<file path="src/rtl/core_alu_arb_pkg.sv">
// rtl/core_alu_arb_pkg.sv - shared core encodings: ALU ops, branch conditions, slot FSM states
// Purpose: single home for the op/condition/state encodings used by core_alu and core_alu_arb.
// Ports: none (package).
package core_alu_arb_pkg;

  typedef enum logic [3:0] {
    ALU_ADD  = 4'h0,
    ALU_SUB  = 4'h1,
    ALU_AND  = 4'h2,
    ALU_OR   = 4'h3,
    ALU_XOR  = 4'h4,
    ALU_SLL  = 4'h5,
    ALU_SRL  = 4'h6,
    ALU_SRA  = 4'h7,
    ALU_SLT  = 4'h8,
    ALU_SLTU = 4'h9
  } alu_op_e;

  // Bit 2 enables the branch; bits [1:0] select the comparison.
  typedef enum logic [2:0] {
    BR_NONE = 3'b000,
    BR_EQ   = 3'b100,
    BR_NE   = 3'b101,
    BR_LT   = 3'b110,
    BR_GE   = 3'b111
  } brnch_cnd_e;

  typedef enum logic {
    SLOT_EMPTY = 1'b0,
    SLOT_FULL  = 1'b1
  } slot_state_e;

endpackage

</file>
<file path="src/rtl/core_alu.sv">
// rtl/core_alu.sv - combinational 32-bit ALU with branch comparator
// Purpose: computes result and branch outcome of one operation.
// Ports: alu_op_i (4), brnch_cnd_i (3), src1_i/src2_i (32) in;
//        result_o (32), brnch_taken_o (1) out.
module core_alu
  import core_alu_arb_pkg::*;
(
  input  logic [3:0]  alu_op_i,
  input  logic [2:0]  brnch_cnd_i,
  input  logic [31:0] src1_i,
  input  logic [31:0] src2_i,
  output logic [31:0] result_o,
  output logic        brnch_taken_o
);

  always_comb begin
    result_o = 32'h0;
    case (alu_op_i)
      ALU_ADD:  result_o = src1_i + src2_i;
      ALU_SUB:  result_o = src1_i - src2_i;
      ALU_AND:  result_o = src1_i & src2_i;
      ALU_OR:   result_o = src1_i | src2_i;
      ALU_XOR:  result_o = src1_i ^ src2_i;
      ALU_SLL:  result_o = src1_i << src2_i[4:0];
      ALU_SRL:  result_o = src1_i >> src2_i[4:0];
      ALU_SRA:  result_o = $unsigned($signed(src1_i) >>> src2_i[4:0]);
      ALU_SLT:  result_o = {31'h0, $signed(src1_i) < $signed(src2_i)};
      ALU_SLTU: result_o = {31'h0, src1_i < src2_i};
      default:  result_o = 32'h0;
    endcase
  end

  // Codes with the enable bit clear fall into default, so taken stays 0.
  always_comb begin
    brnch_taken_o = 1'b0;
    case (brnch_cnd_i)
      BR_EQ:   brnch_taken_o = (src1_i == src2_i);
      BR_NE:   brnch_taken_o = (src1_i != src2_i);
      BR_LT:   brnch_taken_o = ($signed(src1_i) < $signed(src2_i));
      BR_GE:   brnch_taken_o = !($signed(src1_i) < $signed(src2_i));
      default: brnch_taken_o = 1'b0;
    endcase
  end

endmodule

</file>
<file path="src/rtl/core_alu_arb.sv">
// rtl/core_alu_arb.sv - two-requester round-robin arbiter in front of one ALU with a one-entry response slot
// Purpose: grants one requester per cycle into a registered response slot.
// Ports: clk, rst (sync, active-high);
//        req0_*/req1_*: val/rdy handshake, alu_op, brnch_cnd, src1, src2, tag;
//        rsp_*: val/rdy handshake, id, tag, result, brnch_taken.
module core_alu_arb
  import core_alu_arb_pkg::*;
#(
  parameter int TAG_W = 2
) (
  input  logic             clk,
  input  logic             rst,
  input  logic             req0_val,
  output logic             req0_rdy,
  input  logic [3:0]       req0_alu_op,
  input  logic [2:0]       req0_brnch_cnd,
  input  logic [31:0]      req0_src1,
  input  logic [31:0]      req0_src2,
  input  logic [TAG_W-1:0] req0_tag,
  input  logic             req1_val,
  output logic             req1_rdy,
  input  logic [3:0]       req1_alu_op,
  input  logic [2:0]       req1_brnch_cnd,
  input  logic [31:0]      req1_src1,
  input  logic [31:0]      req1_src2,
  input  logic [TAG_W-1:0] req1_tag,
  output logic             rsp_val,
  input  logic             rsp_rdy,
  output logic             rsp_id,
  output logic [TAG_W-1:0] rsp_tag,
  output logic [31:0]      rsp_result,
  output logic             rsp_brnch_taken
);

  slot_state_e      state_q;
  logic             ptr_q;
  logic [31:0]      result_q;
  logic             taken_q;
  logic             id_q;
  logic [TAG_W-1:0] tag_q;

  logic             slot_free;
  logic             gnt0;
  logic             gnt1;
  logic             gnt_any;
  logic [3:0]       mux_op;
  logic [2:0]       mux_cnd;
  logic [31:0]      mux_src1;
  logic [31:0]      mux_src2;
  logic [31:0]      result_d;
  logic             taken_d;
  logic             id_d;
  logic [TAG_W-1:0] tag_d;

  // Reset is folded in here so neither requester sees rdy while rst is held.
  assign slot_free = !rst && ((state_q == SLOT_EMPTY) || rsp_rdy);

  // Pointer only matters when both are valid.
  assign gnt0    = slot_free && req0_val && (!req1_val || !ptr_q);
  assign gnt1    = slot_free && req1_val && (!req0_val ||  ptr_q);
  assign gnt_any = gnt0 || gnt1;

  assign req0_rdy = gnt0;
  assign req1_rdy = gnt1;

  assign id_d     = gnt1;
  assign mux_op   = gnt1 ? req1_alu_op    : req0_alu_op;
  assign mux_cnd  = gnt1 ? req1_brnch_cnd : req0_brnch_cnd;
  assign mux_src1 = gnt1 ? req1_src1      : req0_src1;
  assign mux_src2 = gnt1 ? req1_src2      : req0_src2;
  assign tag_d    = gnt1 ? req1_tag       : req0_tag;

  core_alu u_alu (
    .alu_op_i      (mux_op),
    .brnch_cnd_i   (mux_cnd),
    .src1_i        (mux_src1),
    .src2_i        (mux_src2),
    .result_o      (result_d),
    .brnch_taken_o (taken_d)
  );

  always_ff @(posedge clk) begin
    if (rst) begin
      state_q  <= SLOT_EMPTY;
      ptr_q    <= 1'b0;
      result_q <= 32'h0;
      taken_q  <= 1'b0;
      id_q     <= 1'b0;
      tag_q    <= '0;
    end else begin
      case (state_q)
        SLOT_EMPTY: if (gnt_any) state_q <= SLOT_FULL;
        SLOT_FULL:  if (!gnt_any && rsp_rdy) state_q <= SLOT_EMPTY;
      endcase
      // Slot contents only change on a grant, which keeps them stable under stall.
      if (gnt_any) begin
        result_q <= result_d;
        taken_q  <= taken_d;
        id_q     <= id_d;
        tag_q    <= tag_d;
        ptr_q    <= !id_d;
      end
    end
  end

  assign rsp_val         = (state_q == SLOT_FULL);
  assign rsp_id          = id_q;
  assign rsp_tag         = tag_q;
  assign rsp_result      = result_q;
  assign rsp_brnch_taken = taken_q;

endmodule
</file>
<file path="config.mk">
export PLATFORM = sky130hd
export DESIGN_NAME = core_alu_arb
export DESIGN_NICKNAME = d
export VERILOG_FILES = /design/src/rtl/core_alu_arb_pkg.sv /design/src/rtl/core_alu.sv /design/src/rtl/core_alu_arb.sv
export SDC_FILE = /design/constraint.sdc
export NUM_CORES = 1
export LEC_CHECK = 0
export CORE_ASPECT_RATIO = 1.5
export CORE_MARGIN = 4
export CORE_UTILIZATION = 35
export CTS_CLUSTER_DIAMETER = 80
export DETAILED_ROUTE_END_ITERATION = 16
export PLACE_DENSITY_LB_ADDON = 0.12
export SKIP_LAST_GASP = 1
export SYNTH_ARGS = -nofsm -noshare
export SYNTH_HDL_FRONTEND = slang
export SYNTH_SLANG_ARGS = --single-unit
</file>
<file path="constraint.sdc">
create_clock -name clk -period 10.52 [get_ports clk]
set_input_delay 2.104 -clock clk [delete_from_list [all_inputs] [get_ports clk]]
set_output_delay 2.104 -clock clk [all_outputs]
set_load 0.1 [all_outputs]
</file>
## Yosys cells after proc, flatten, opt, wreduce, memory -nomap -nowiden

Cells that the tools add are included.
W data, S select, Z words.

- Bits in registers: 38

- Equality and inequality tests: 15
- $lt $le $gt $ge: 2
- Shift-type cells: 3
- Multiplexer cells: 10
- Reductions and logical operators: 18
- Bitwise gates (word level): 4
- $add $sub $neg: 2

Operators by type and width:

| kind | number |
|---|---|
| $pmux W32 S10 | 1 |
| $lt A32 B32 Y1 | 2 |
| $mux W32 | 2 |
| $add A32 B32 Y32 | 1 |
| $and A32 B32 Y32 | 1 |
| $eq A32 B32 Y1 | 1 |
| $ne A32 B32 Y1 | 1 |
| $or A32 B32 Y32 | 1 |
| $shl A32 B5 Y32 | 1 |
| $shr A32 B5 Y32 | 1 |
| $sshr A32 B5 Y32 | 1 |
| $sub A32 B32 Y32 | 1 |
| $xor A32 B32 Y32 | 1 |
| $eq A4 B3 Y1 const B | 4 |
| $eq A3 B3 Y1 const B | 4 |
| $eq A4 B2 Y1 const B | 2 |
| $eq A4 B4 Y1 const B | 2 |
| $logic_not A1 Y1 | 7 |
| $logic_and A1 B1 Y1 | 6 |
| $eq A4 B1 Y1 const B | 1 |
| $logic_not A4 Y1 | 1 |
| $logic_or A1 B1 Y1 | 4 |
| $mux W4 | 1 |
| $pmux W1 S4 | 1 |
| 5 further kinds | 6 |

## Longest topological paths before layout

- Depth after elaboration: 10
- Mapped depth: 24
- Gate-level depth less buffers: 17

## By module

A second synthesis with hierarchy kept.

- Cell total of the unflattened synthesis: 1484
- Area total of the unflattened synthesis: 11439.7 sq um

By module, submodules not included:

| module | sequential area each (sq um) | instances | cells an instance | area each (sq um) |
|---|---|---|---|---|
| core_alu | 0.0 | 1 | 1215 | 8703.3 |
| core_alu_arb | 760.7 | 1 | 269 | 2736.4 |

## Least setup slack after synthesis

OpenSTA, ideal clock, no wires.

- Kind: in2reg
- Start point: input port rsp_rdy
- End point: register result_q[22] (netlist: rsp_result[22])
- Slack: 3.723 ns
- Path buffers: 8
- Arrival: 6.659 ns
- Stages: 22
- Cells stage by stage: nand2b_1 > nand4_1 > buf_6 > inv_4 > buf_6 > buf_6 > buf_6 > buf_2 > buf_2 > buf_1 > nand2_1 > nand2_1 > ha_1 > clkbuf_1 > inv_1 > a21oi_1 > or3b_2 > o211ai_1 > nand2_1 > xnor2_1 > a221oi_1 > a22oi_1

- Word-level cells in the longest chain between the ends: 7

RTL lines:

| what | RTL line | source |
|---|---|---|
| from (decl) | core_alu_arb.sv:28 | `input logic rsp_rdy,` |
| $logic_or A1 B1 Y1 * | core_alu_arb.sv:56 | `assign slot_free = !rst && ((state_q == SLOT_EMPTY) \|\| rsp_rdy);` |
| $logic_and A1 B1 Y1 * | core_alu_arb.sv:56 |  |
| $logic_and A1 B1 Y1 * (2 in a row) | core_alu_arb.sv:60 | `assign gnt1 = slot_free && req1_val && (!req0_val \|\| ptr_q);` |
| named net req1_rdy | core_alu_arb.sv:21 | `output logic req1_rdy,` |
| $mux W32 (tied with other cells) | core_alu_arb.sv:69 | `assign mux_src1 = gnt1 ? req1_src1 : req0_src1;` |
| $sub A32 B32 Y32 (tied with other cells) | core_alu.sv:20 | `ALU_SUB: result_o = src1_i - src2_i;` |
| $pmux W32 S10 | core_alu.sv:18 | `case (alu_op_i)` |
| to (signal assigned) | core_alu_arb.sv:97 | `result_q <= result_d;` |
| to (decl) | core_alu_arb.sv:37 | `logic [31:0] result_q;` |

The timed path passes the listed nets; every way through them passes the cells marked *.
A chain may end at the register's enable or synchronous reset.

## Final worst setup path

- Start point: input port rst
- End point: register result_q[30] (netlist: rsp_result[30])

- Word-level cells in the longest chain between the ends: 7

RTL lines:

| what | RTL line | source |
|---|---|---|
| from (decl) | core_alu_arb.sv:12 | `input logic rst,` |
| $logic_not A1 Y1 | core_alu_arb.sv:56 |  |
| $logic_and A1 B1 Y1 | core_alu_arb.sv:56 |  |
| $logic_and A1 B1 Y1 (2 in a row) | core_alu_arb.sv:60 |  |
| $mux W32 (tied with other cells) | core_alu_arb.sv:69 |  |
| $sub A32 B32 Y32 (tied with other cells) | core_alu.sv:20 |  |
| $pmux W32 S10 | core_alu.sv:18 |  |

Parallel ways exist; a longest one is shown, timed or not.

==> impl_metrics.env <==
export IMPL_status="complete, no violations"
export IMPL_synth_edf_count=0
export IMPL_syn_to_final_growth_pct=16.1
export IMPL_setup_viol=0
export IMPL_cp_arrival_ns=7.80
export IMPL_globalRouteTotalUtil=0.353
export IMPL_layout_min_cycle_time_ns=7.59
export IMPL_worst_path_stages=17
export IMPL_design_power_total_mw=1.53
export IMPL_antenna_cells=0
export IMPL_fin_tns_setup_ns=0
export IMPL_cts_tree="built"
export IMPL_p_leak_nw=6.94
export IMPL_viasPerCell=6.46
export IMPL_drt_initial_drc_count=1664
export IMPL_cts_buffers_inserted=5
export IMPL_synth_fa_ha_area_frac=0.0864
export IMPL_cpPeakStageDelay_ns=1.01
export IMPL_cts_root_buf="clkbuf_16"
export IMPL_grt_overflow_total=0
export IMPL_hold_violations=0
export IMPL_drive_gt1_frac=0.0815
export IMPL_rows=91
export IMPL_hpwl_um=65500
export IMPL_synth_seq_cells=38
export IMPL_cp_required_ns=10.73
export IMPL_use_met3=0.0395
export IMPL_rr_worst_depth=16
export IMPL_skew_ns=0.00552
export IMPL_synthXorXnorAreaFrac=0.0109
export IMPL_io_buffer_count=189
export IMPL_synth_ff_type="dfxtp_1"
export IMPL_syn_area_um2=14500
export IMPL_synthMostInstantiatedCell="nand2_1"
export IMPL_grt_first_pass_wirelength_um=120000
export IMPL_worst_slack_ns=2.93
export IMPL_drtAntennaViolNets=0
export IMPL_ctsHoldBuffers=0
export IMPL_slew_violations=0
export IMPL_cp_slowest_cell="clkdlybuf4s50_1"
export IMPL_die_area_um2=44900
export IMPL_wirelength_um=83700
export IMPL_die_height_um=257
export IMPL_fmax_mhz=132
export IMPL_clkLatencyLatePin_ns=0.32
export IMPL_drc=0
export IMPL_cp_start_kind="input pin"
export IMPL_grt_max_degree=146
export IMPL_stdcell_count=2743
export IMPL_synth_largest_area_cell="mux2i_1"
export IMPL_vias=17731
export IMPL_synth_seq_area_share=0.0524
export IMPL_synth_cell_type_count=96
export IMPL_cp_max_fo=145
export IMPL_synth_top_family_by_area="compound AO/OA/AOI/OAI gates"
export IMPL_met1_usage=0.413
export IMPL_rsz0062_at_grt="no"
export IMPL_clock_sinks=38
export IMPL_gp_congestion=1.03
export IMPL_synth_compound_area_frac=0.303
export IMPL_worstMarginPinSlew_ns=1.16
export IMPL_busiest_layer="met2"
export IMPL_antenna_found_initial=0
export IMPL_clk_path_buf_depth=2
export IMPL_ioPinCount=190
export IMPL_worstSetupEndpointType="flip-flop"
export IMPL_core_area_um2=41100
export IMPL_clkSlewWorstSetupHoldPaths_ns=0.07
export IMPL_crit_buf_inv=5
export IMPL_use_met2=0.630
export IMPL_start_util=0.353
export IMPL_die_w_um=174
export IMPL_grt_pass1_vias=17428
export IMPL_ctsHtreeMaxLevel=2
export IMPL_drt_first_pass_iters=6
export IMPL_crit_chain="clkdlybuf4s50_1 -> inv_2 -> nand4_1 -> buf_4 -> buf_12 -> mux2i_2 -> buf_4 -> ha_1 -> or4b_1 -> a21oi_1 -> o311ai_0 -> o2111ai_1 -> o211ai_1 -> a21oi_1 -> mux2i_1 -> nand4_1 -> a21o_1"
export IMPL_slew_headroom=0.226
export IMPL_fillerInstances=4447
export IMPL_fin_crit_sh=0.722
export IMPL_async_flop_share=0
export IMPL_cts_setup_buffers=0
export IMPL_fin_nets=2434
export IMPL_avgRoutedWirePerCell_um=30.5
export IMPL_maxCapViolations=0
export IMPL_worstHoldPathType="flip-flop to flip-flop"
export IMPL_netlist_area_leader_share=0.130
export IMPL_dp_cells=2735
export IMPL_synth_simple_area_share=0.236
export IMPL_ir_drop_uv=55.0
export IMPL_synth_mux_area_frac=0.229
export IMPL_netlist_top_cells_count="nand2_1, mux2i_1, a21oi_1"
export IMPL_crit_type="input pin to flip-flop"
export IMPL_cp_top_family="buffers and inverters"
export IMPL_syn_area_per_cell_um2=6.88
export IMPL_yosys_warnings=0
export IMPL_pre_cts_slack_ns=2.81
export IMPL_post_cts_resized=0
export IMPL_hold_depth=2
export IMPL_power_density_nw_per_um2=90.9
export IMPL_synth_area_leaders="mux2i_1, nand2_1, ha_1"
export IMPL_synth_nets=2361
export IMPL_synthCells=2111
-- path summary, 6_finish.rpt --
path                  from             end  slack [ns]
max                    rst  rsp_result[30]        2.93
min          rsp_result[7]   rsp_result[7]        0.47
max reg2reg          ptr_q  rsp_result[30]        5.36
min reg2reg  rsp_result[7]   rsp_result[7]        0.47
-- final cells by class --
cell class / instances / area (um^2) / area share
Multi-Input combinational cell: 1799 / 12600 / 0.748
Timing Repair Buffer: 232 / 2220 / 0.132
Sequential cell: 38 / 761 / 0.0452
Tap cell: 558 / 698 / 0.0414
Inverter: 108 / 410 / 0.0244
Clock buffer: 7 / 143 / 0.00847
Clock inverter: 1 / 5.00 / 0.000297
-- cell families (layout without fill, tap and decap cells) --
logic type               Yosys count  after routing
AND/OR/NAND/NOR                  761            761
AO/OA/AOI/OAI                    646            646
multiplexers                     275            275
buffers and inverters            274            348
adder cells (fa/ha/maj)           99             99
flip-flops                        38             38
XOR/XNOR                          18             18
-- cell usage in the layout, fill, tap and decap left out, types with 19 or more instances in the layout --
cell type	netlist	routed
nor2b_1	21	21
o211ai_1	34	34
o31ai_1	23	23
ha_1	97	97
buf_4	13	44
a221oi_1	25	25
mux4_2	40	40
mux2_2	43	43
a21oi_1	157	157
nand2b_1	24	24
a211oi_1	29	29
clkdlybuf4s50_1	0	184
nor3_1	43	42
nand3_1	41	41
a21o_1	21	21
o21ai_0	111	110
o22ai_1	19	19
nor2_1	154	153
inv_1	103	103
dfxtp_1	38	38
a31oi_1	31	30
o21bai_1	20	20
mux2i_1	188	185
nand2_1	375	375
-- worst reg2reg max path, delay by kind of cell (launching register included) --
| family | cells | cell delay [ns] |
|---|---|---|
| AOI/OAI and AO/OA | 6 | 1.70 |
| buffers and inverters | 3 | 1.18 |
| and+or+nand+nor | 4 | 0.94 |
| muxes | 2 | 0.58 |
| DFF | 1 | 0.35 |
| adders and majority gates | 1 | 0.31 |
-- report_power, final --
group	switching, mW	internal, mW
clock network	0.0884	0.0951
registers	0.0113	0.155
logic	0.791	0.391
total	0.891	0.641
-- metal layers --
layer | wire length, um | up-vias
met2 | 41800 | 863
met1 | 32100 | 8676
met5 | 0 | -
li1 | - | 7963
met4 | 5360 | 0
met3 | 4460 | 229
-- through the flow --
step,utilization,instance area (um^2),hold WS [ns]
after global placement,0.406,16700,0.442
after CTS,0.410,16800,0.474
after global routing,0.410,16800,0.494
final,0.410,16800,0.471
after floorplan,-,14500,0.498
after detailed placement,0.406,16700,0.447
-- flip-flops by register name (all words and copies together), names as in the netlist --
register	count
rsp_result	32
rsp_tag	2
ptr_q	1
rsp_brnch_taken	1
rsp_id	1
rsp_val	1
Power figures use the tool's default switching activity.
